`src/rtl/chain_lane_scheduler.sv`:
```
// Round-robin scheduler that unloads capture chains onto a smaller pool of shared output lanes.
// Optional per-lane stall timeout is built when CHAIN_TIMEOUT_EN is defined.
module chain_lane_scheduler #(
    parameter int CHAINS_IN  = 5,
    parameter int CHAINS_OUT = 3,
    parameter int CHAIN_LEN  = 16,
    parameter int SEL_W      = 3,
    parameter int CNT_W      = 5,
    parameter int TIMEOUT    = 64
) (
    input  logic                        clk,
    input  logic                        rst_n,
    input  logic [CHAINS_IN-1:0]        req,
    input  logic [CHAINS_OUT-1:0]       lane_rdy,
    output logic [CHAINS_IN-1:0]        chain_shift,
    output logic [CHAINS_OUT-1:0]       lane_valid,
    output logic [CHAINS_OUT*SEL_W-1:0] lane_sel,
    output logic [CHAINS_IN-1:0]        chain_done,
    output logic [CHAINS_IN-1:0]        chain_abort,
    output logic                        busy
);

    // state | meaning
    // IDLE  | lane free, lane_sel keeps last owner
    // SHIFT | lane owned, one bit moves per lane_rdy cycle
    typedef enum logic {IDLE = 1'b0, SHIFT = 1'b1} lane_state_t;

    localparam logic [CNT_W-1:0] CNT_LAST = CNT_W'(CHAIN_LEN - 1);

    lane_state_t          state_q [CHAINS_OUT];
    lane_state_t          state_d [CHAINS_OUT];
    logic [CNT_W-1:0]     cnt_q   [CHAINS_OUT];
    logic [CNT_W-1:0]     cnt_d   [CHAINS_OUT];
    logic [SEL_W-1:0]     owner_q [CHAINS_OUT];
    logic [SEL_W-1:0]     owner_d [CHAINS_OUT];
    logic [SEL_W-1:0]     rr_q, rr_d;
    logic [CHAINS_IN-1:0] done_d;
    logic [CHAINS_IN-1:0] owned, eligible, rot;
    logic [2*CHAINS_IN-1:0] elig2;
    logic                 win_found, lane_found, grant;
    logic [SEL_W-1:0]     win;
    int                   grant_lane;

`ifdef CHAIN_TIMEOUT_EN
    localparam int STALL_W = $clog2(TIMEOUT + 1);
    localparam logic [STALL_W-1:0] STALL_LAST = STALL_W'(TIMEOUT - 1);
    logic [STALL_W-1:0]   stall_q [CHAINS_OUT];
    logic [STALL_W-1:0]   stall_d [CHAINS_OUT];
    logic [CHAINS_IN-1:0] abort_d, abort_q;
`endif

    // Arbitration: rotate the eligible vector so bit 0 is the chain at rr.
    always_comb begin
        int w;
        owned      = '0;
        win_found  = 1'b0;
        win        = '0;
        lane_found = 1'b0;
        grant_lane = 0;
        w          = 0;
        for (int j = 0; j < CHAINS_OUT; j++)
            for (int i = 0; i < CHAINS_IN; i++)
                if (state_q[j] == SHIFT && owner_q[j] == SEL_W'(i))
                    owned[i] = 1'b1;
        eligible = req & ~owned;
        elig2    = {eligible, eligible} >> rr_q;
        rot      = elig2[CHAINS_IN-1:0];
        for (int k = 0; k < CHAINS_IN; k++) begin
            if (!win_found && rot[k]) begin
                win_found = 1'b1;
                w = int'(rr_q) + k;
                if (w >= CHAINS_IN) w = w - CHAINS_IN;
                win = SEL_W'(w);
            end
        end
        for (int j = 0; j < CHAINS_OUT; j++) begin
            if (!lane_found && state_q[j] == IDLE) begin
                lane_found = 1'b1;
                grant_lane = j;
            end
        end
        grant = win_found & lane_found;
        rr_d  = rr_q;
        if (grant)
            rr_d = (win == SEL_W'(CHAINS_IN - 1)) ? '0 : win + SEL_W'(1);
    end

    always_comb begin
        chain_shift = '0;
        done_d      = '0;
`ifdef CHAIN_TIMEOUT_EN
        abort_d     = '0;
`endif
        for (int j = 0; j < CHAINS_OUT; j++) begin
            state_d[j] = state_q[j];
            cnt_d[j]   = cnt_q[j];
            owner_d[j] = owner_q[j];
`ifdef CHAIN_TIMEOUT_EN
            stall_d[j] = stall_q[j];
`endif
            case (state_q[j])
                IDLE: begin
                    if (grant && grant_lane == j) begin
                        state_d[j] = SHIFT;
                        owner_d[j] = win;
                        cnt_d[j]   = '0;
`ifdef CHAIN_TIMEOUT_EN
                        stall_d[j] = '0;
`endif
                    end
                end
                SHIFT: begin
                    if (lane_rdy[j]) begin
                        for (int i = 0; i < CHAINS_IN; i++)
                            if (owner_q[j] == SEL_W'(i)) chain_shift[i] = 1'b1;
`ifdef CHAIN_TIMEOUT_EN
                        stall_d[j] = '0;
`endif
                        if (cnt_q[j] == CNT_LAST) begin
                            state_d[j] = IDLE;
                            cnt_d[j]   = '0;
                            for (int i = 0; i < CHAINS_IN; i++)
                                if (owner_q[j] == SEL_W'(i)) done_d[i] = 1'b1;
                        end else begin
                            cnt_d[j] = cnt_q[j] + CNT_W'(1);
                        end
                    end
`ifdef CHAIN_TIMEOUT_EN
                    else if (stall_q[j] == STALL_LAST) begin
                        state_d[j] = IDLE;
                        cnt_d[j]   = '0;
                        stall_d[j] = '0;
                        for (int i = 0; i < CHAINS_IN; i++)
                            if (owner_q[j] == SEL_W'(i)) abort_d[i] = 1'b1;
                    end else begin
                        stall_d[j] = stall_q[j] + STALL_W'(1);
                    end
`endif
                end
                default: state_d[j] = IDLE;
            endcase
        end
    end

    always_ff @(posedge clk or negedge rst_n) begin
        if (!rst_n) begin
            rr_q       <= '0;
            chain_done <= '0;
            for (int j = 0; j < CHAINS_OUT; j++) begin
                state_q[j] <= IDLE;
                cnt_q[j]   <= '0;
                owner_q[j] <= '0;
            end
        end else begin
            rr_q       <= rr_d;
            chain_done <= done_d;
            for (int j = 0; j < CHAINS_OUT; j++) begin
                state_q[j] <= state_d[j];
                cnt_q[j]   <= cnt_d[j];
                owner_q[j] <= owner_d[j];
            end
        end
    end

`ifdef CHAIN_TIMEOUT_EN
    always_ff @(posedge clk or negedge rst_n) begin
        if (!rst_n) begin
            abort_q <= '0;
            for (int j = 0; j < CHAINS_OUT; j++) stall_q[j] <= '0;
        end else begin
            abort_q <= abort_d;
            for (int j = 0; j < CHAINS_OUT; j++) stall_q[j] <= stall_d[j];
        end
    end
    assign chain_abort = abort_q;
`else
    assign chain_abort = '0;
`endif

    for (genvar j = 0; j < CHAINS_OUT; j++) begin : g_lane_out
        assign lane_valid[j]              = (state_q[j] == SHIFT);
        assign lane_sel[j*SEL_W +: SEL_W] = owner_q[j];
    end

    assign busy = |lane_valid;

endmodule

```
`config.mk`:
```
export PLATFORM = sky130hd
export DESIGN_NAME = chain_lane_scheduler
export DESIGN_NICKNAME = d
export VERILOG_FILES = /design/src/rtl/chain_lane_scheduler.sv
export SDC_FILE = /design/constraint.sdc
export NUM_CORES = 1
export LEC_CHECK = 0
export CELL_PAD_IN_SITES_DETAIL_PLACEMENT = 0
export CELL_PAD_IN_SITES_GLOBAL_PLACEMENT = 1
export CORE_ASPECT_RATIO = 0.8
export CORE_MARGIN = 5
export CORE_UTILIZATION = 46
export CTS_BUF_LIST = sky130_fd_sc_hd__clkbuf_8
export CTS_CLUSTER_SIZE = 20
export DETAILED_ROUTE_END_ITERATION = 10
export HOLD_SLACK_MARGIN = 0.05
export PLACE_DENSITY_LB_ADDON = 0.2
export SLEW_MARGIN = 20
export SYNTH_ARGS = -nofsm -noshare
export SYNTH_HDL_FRONTEND = slang
export SYNTH_SLANG_ARGS = --single-unit
```
`constraint.sdc`:
```
create_clock -name clk -period 5.45 [get_ports clk]
set_input_delay 1.09 -clock clk [delete_from_list [all_inputs] [get_ports clk]]
set_output_delay 1.09 -clock clk [all_outputs]
set_load 0.01 [all_outputs]
```
* After elaboration in Yosys (flattened, before gate mapping) *
Cells that the tools add are included.

word-level totals
  input bits = 10
  register bits after elaboration = 35
  output and inout bits = 28

operators by class
  eq/ne operators = 24
  magnitude comparators = 5
  shift-type cells = 1
  add/sub/neg operators = 13
  mux-type cells = 100
  bitwise logic cells = 6
  reductions and logical operators = 40

operators with widths
  cell                   number
  $mux W5                24
  $mux W1                58
  $mux W3                11
  $eq A32 B2 Y1 const B  1
  $eq A32 B3 Y1 const B  1
  $logic_not A32 Y1      1
  $mux W32               1
  $pmux W5 S2            3
  $logic_and A1 B1 Y1    24
  $eq A3 B2 Y1 const B   6
  $ge A4 B3 Y1 const B   4
  $add A5 B1 Y5 const B  3
  $eq A5 B4 Y1 const B   3
  $sub A3 B3 Y3 const B  5
  $eq A3 B3 Y1 const B   4
  $reduce_and A2 Y1      6
  $shr A10 B3 Y5         1
  $eq A3 B1 Y1 const B   3
  $logic_not A3 Y1       3
  $add A3 B2 Y4 const B  2
  $ne A2 B1 Y1 const B   3
  $ne A2 B2 Y1 const B   3
  $pmux W1 S2            3
  $and A5 B5 Y5          1
  other kinds (9)        15

* Longest topological paths before layout *
  depth in word-level cells = 25
  mapped depth = 17
  mapped depth without buffers = 15

* Worst setup path before layout *
OpenSTA, ideal clock, no wires.

  path kind = input-to-reg
  start = input port req[1]
  end = register rr_q[1]
  arrival time = 3.664 ns
  setup time = 0.125 ns
  path slack = 1.661 ns
  buffers on the path = 0
  stages = 11
  cells stage by stage = nand2_1 > or4_1 > and2_1 > mux4_2 > nor4bb_1 > a221oi_1 > nor2_1 > a2111o_1 > inv_1 > ha_1 > mux2_2

on the way
  cells in the longest elaborated chain, start to end = 17
  elaborated cells between the ends (all ways) = 24

ends and longest elaborated chain
  item                                                  line  source
  start, declared                                       13    input logic [CHAINS_IN-1:0] req,
  $and A5 B5 Y5 (*)                                     65    eligible = req & ~owned;
  $shr A10 B3 Y5 (*)                                    66    elig2 = {eligible, eligible} >> rr_q;
  $mux W1                                               69    if (!win_found && rot[k]) begin
  $logic_not A1 Y1                                      69
  $logic_and A1 B1 Y1                                   69
  $mux W1                                               69
  $logic_not A1 Y1                                      69
  $logic_and A1 B1 Y1                                   69
  [... 2 more ...]                                      --
  $logic_and A1 B1 Y1                                   69
  $mux W1                                               69
  $logic_not A1 Y1                                      69
  $logic_and A1 B1 Y1                                   69
  $mux W3 (*)                                           69
  named net win[0]                                      41    logic [SEL_W-1:0] win;
  $add A3 B1 Y3 / $eq A3 B3 Y1 (equally long branches)  85    rr_d = (win == SEL_W'(CHAINS_IN - 1)) ? '0 : win + SEL_W'(1);
  $mux W3 (*)                                           85
  end signal, assigned                                  155   rr_q <= rr_d;
  end, declared                                         36    logic [SEL_W-1:0] rr_q, rr_d;

Mark *: on every way through the listed nets, which the timed path passes. The rest lies on a longest branch.
A chain may end at the register's enable or synchronous reset.

* Worst setup path after layout *
  start = register state_q (netlist bit lane_valid[0])
  end = register rr_q[1]

on the way
  cells in the longest elaborated chain, start to end = 22
  elaborated cells between the ends (all ways) = 51

ends and longest elaborated chain
  item                                                  line  source
  start, declared                                       30    lane_state_t state_q [CHAINS_OUT];
  start signal, assigned by index                       158   state_q[j] <= state_d[j];
  $logic_and A1 B1 Y1                                   63    if (state_q[j] == SHIFT && owner_q[j] == SEL_W'(i))
  $mux W1 (3 in a row)                                  63
  $not A5 Y5 (*)                                        65
  $and A5 B5 Y5 (*)                                     65
  $shr A10 B3 Y5 (*)                                    66
  $mux W1                                               69
  $logic_not A1 Y1                                      69
  $logic_and A1 B1 Y1                                   69
  [... 5 more ...]                                      --
  $logic_and A1 B1 Y1                                   69
  $mux W1                                               69
  $logic_not A1 Y1                                      69
  $logic_and A1 B1 Y1                                   69
  $mux W3 (*)                                           69
  named net win[1]                                      41
  $add A3 B1 Y3 / $eq A3 B3 Y1 (equally long branches)  85
  $mux W3 (*)                                           85

Marks and branches as above.

==> flow_summary.toml <==
[run_status]
status = "finished, final reports clean"

[sta]
tightestPinTransition_ps = 895
slew_headroom_pct = 40.2
rsz0062_at_grt = "no"
finClkSkew_ps = 9.47
slew_violations = 0
period_minus_slack_ps = 4330
hold_viol = 0
setup_violations = 0
tns_ps = 0
max_freq_mhz = 231
period_share_pct = 79.4

[finish]
finalNetCount = 378
fillerInstances = 539
n_antenna_cell = 0
multiInputGateArea_um2 = 1770
post-route-util_pct = 55.4
regArea_um2 = 876
syn2layout_area_growth_pct = 16.9
drive_gt1_share_pct = 9.60
final_area_um2 = 3270

[placement]
dp_hpwl_um = 5370
placed_area_um2 = 3170
place_congestion = 0.890
port_buffers = 32

[floorplan]
core_area_um2 = 5910
die_h_um = 79.8
rows = 25
io_pins = 38
dieWidth_um = 97.2
start_util_pct = 47.4
die_area_um2 = 7760

[worst_setup_path]
cp_cell_sequence = "nor4bb_1 -> nor4_1 -> nor3_1 -> o21ai_0 -> a221oi_1 -> o21ai_0 -> a22oi_1 -> inv_1 -> ha_1 -> mux2_2"
critPathKind = "flip-flop to flip-flop"
arrival_ps = 4510
critPathMaxFanout = 21
worstSetupStartpointType = "flip-flop"
end_kind = "flip-flop"
slowest_delay_ps = 730
cp_slowest_cell = "dfrtp_1"
path_common_cell = "o21ai_0"
cp.required_ps = 5630

[logic_synthesis]
syn_avg_cell_area_um2 = 8.54
ys.flop_type = "dfrtp_1"
synthArstFlopShare_pct = 100
ys_ff_latch = 35
netlist_instances = 328
synth_edf_count = 0
ys_seq_area_share_pct = 31.3
synth.cell_area_um2 = 2800
ys.warnings.count = 0
yosysUniqueCellTypes = 54

[detailed_routing]
wl_um = 7310
vias_per_cell = 5.99
drt_iter0_markers = 156
wl_per_cell_um = 16.8
vias = 2607
route.detailed.drc = 0
postRouteAntennaNets = 0
dr.pass1.iters = 5

[clock_tree]
cts.sinks = 35
clock_latency_ps = 290
post_cts_resized = 0
cts_tree = "built"
cts_hold_buf = 0
cts_buffers = 5
clock_path_buffers = 2
clockRootBuffer = "clkbuf_8"
h-tree-depth = 2
post-cts-setup-buffers = 0
clk_pin_slew_ps = 80

[power_and_ir_drop]
leakagePower_nw = 1.42
ir_drop_uv = 395
pwr_density_cell_nw_per_um2 = 665

[global_routing]
grt_first_pass_wirelength_um = 12300
grt_overflow_total = 0
track_usage_pct = 19.6
grt_start_max_net_pins = 36
antenna_found_initial = 0
grt_pass1_vias = 2393

[job]
drv_cap = 0

[min_path]
min_path_type = "flip-flop to flip-flop"
-- area by class of cell --
cell class / instances / area share [%]
Clock inverter: 2 / 1.15
Tap cell: 81 / 3.10
Timing Repair Buffer: 38 / 11.2
Sequential cell: 35 / 26.7
Inverter: 14 / 1.60
Clock buffer: 5 / 2.10
Multi-Input combinational cell: 260 / 54.1
-- worst paths after layout --
check | slack [ps] | start | cells past startpoint | to
max reg2reg | 1120 | lane_valid[0] | 10 | rr_q[1]
min in group asynchronous | 1220 | rst_n | 2 | cnt_q[11]
min | 480 | cnt_q[3] | 1 | cnt_q[3]
max | 1120 | lane_valid[0] | 10 | rr_q[1]
min reg2reg | 480 | cnt_q[3] | 1 | cnt_q[3]
max in group asynchronous | 3910 | rst_n | 2 | rr_q[2]
-- cells by family after synthesis --
logic type	synth area share, %
and+or+nand+nor	26.4
AOI/OAI and AO/OA	20.8
buffers and inverters	5.94
DFF	31.3
muxes	7.06
adders and majority gates	6.52
xor gates and xnor gates	1.88
other	0.134
-- cell usage in the layout (no fill, tap or decap), types with 8 or more instances in the layout --
cell type / count
nand2_1: 46
dfrtp_1: 35
clkdlybuf4s50_1: 32
o21ai_0: 23
nor2_1: 18
inv_1: 14
ha_1: 13
nor4bb_1: 11
nand3_1: 11
mux2_2: 11
nor4_1: 8
-- per-stage QoR --
stage | hold WS (ps) | setup slack, ps | total power [mW] | instances
finish | 483 | 1120 | 2.18 | 435
global placement | 468 | 1000 | 1.92 | 428
detailed placement | 474 | 901 | 1.93 | 428
global route | 522 | 773 | 2.38 | 435
floorplan | 446 | 1660 | 1.50 | 332
CTS | 487 | 1200 | 2.17 | 435
-- metal layers --
metal / vias up / global-route usage (%) / routed length, um
li1: 1270 / - / -
met1: 1217 / 29.6 / 3640
met3: 11 / 5.68 / 642
met5: - / 0 / 0
met4: 0 / 6.09 / 102
met2: 109 / 26.7 / 2930
-- cell usage after synthesis (all sizes together) (2+ instances only) --
| cell | instances | area share [%] |
|---|---|---|
| clkbuf | 15 | 2.0 |
| ha | 13 | 5.8 |
| nor4b | 5 | 1.8 |
| nand2b | 6 | 1.3 |
| and2 | 3 | 0.67 |
| or2 | 3 | 0.67 |
| a221oi | 4 | 1.3 |
| nand2 | 46 | 6.2 |
| a32oi | 2 | 0.63 |
| o22ai | 3 | 0.67 |
| a31o | 5 | 1.6 |
| nor2 | 18 | 2.4 |
| mux2i | 4 | 1.4 |
| o31ai | 4 | 1.1 |
| a32o | 3 | 1.1 |
| nand3 | 11 | 2.0 |
| nor4 | 8 | 1.8 |
| and4b | 4 | 1.4 |
| nor4bb | 11 | 3.9 |
| a31oi | 2 | 0.45 |
| nor3 | 7 | 1.3 |
| o221ai | 3 | 0.94 |
| buf | 8 | 2.1 |
| nor2b | 2 | 0.45 |
| o21ai | 25 | 4.5 |
| a21oi | 7 | 1.3 |
| dfrtp | 35 | 31 |
| and3 | 3 | 0.67 |
| a22oi | 6 | 1.6 |
| a22o | 4 | 1.3 |
| a21o | 4 | 1.1 |
| inv | 14 | 1.9 |
| o211ai | 7 | 1.9 |
| or4 | 4 | 1.1 |
| mux2 | 12 | 4.8 |
| xnor2 | 5 | 1.6 |
-- registers in the layout (all words and copies together), names as in the netlist --
name and count:
rr_q 3, lane_valid 3, chain_done 5, lane_sel 9
cnt_q 15
-- worst max-delay path, delay by kind of cell (launching register included) --
family | cells | cell delay [ps]
AOI/OAI and AO/OA | 4 | 1530
and+or+nand+nor | 3 | 1310
DFF | 1 | 730
adders and majority gates | 1 | 300
muxes | 1 | 260
buffers and inverters | 1 | 90
-- power breakdown --
part	switching (mW)	internal, mW	leakage [nW]
Sequential	0.178	0.353	0.435
Combinational	0.773	0.644	0.930
Clock	0.0944	0.134	0.0502
Total	1.05	1.13	1.42
No activity file was read; power rests on OpenSTA's default activity.
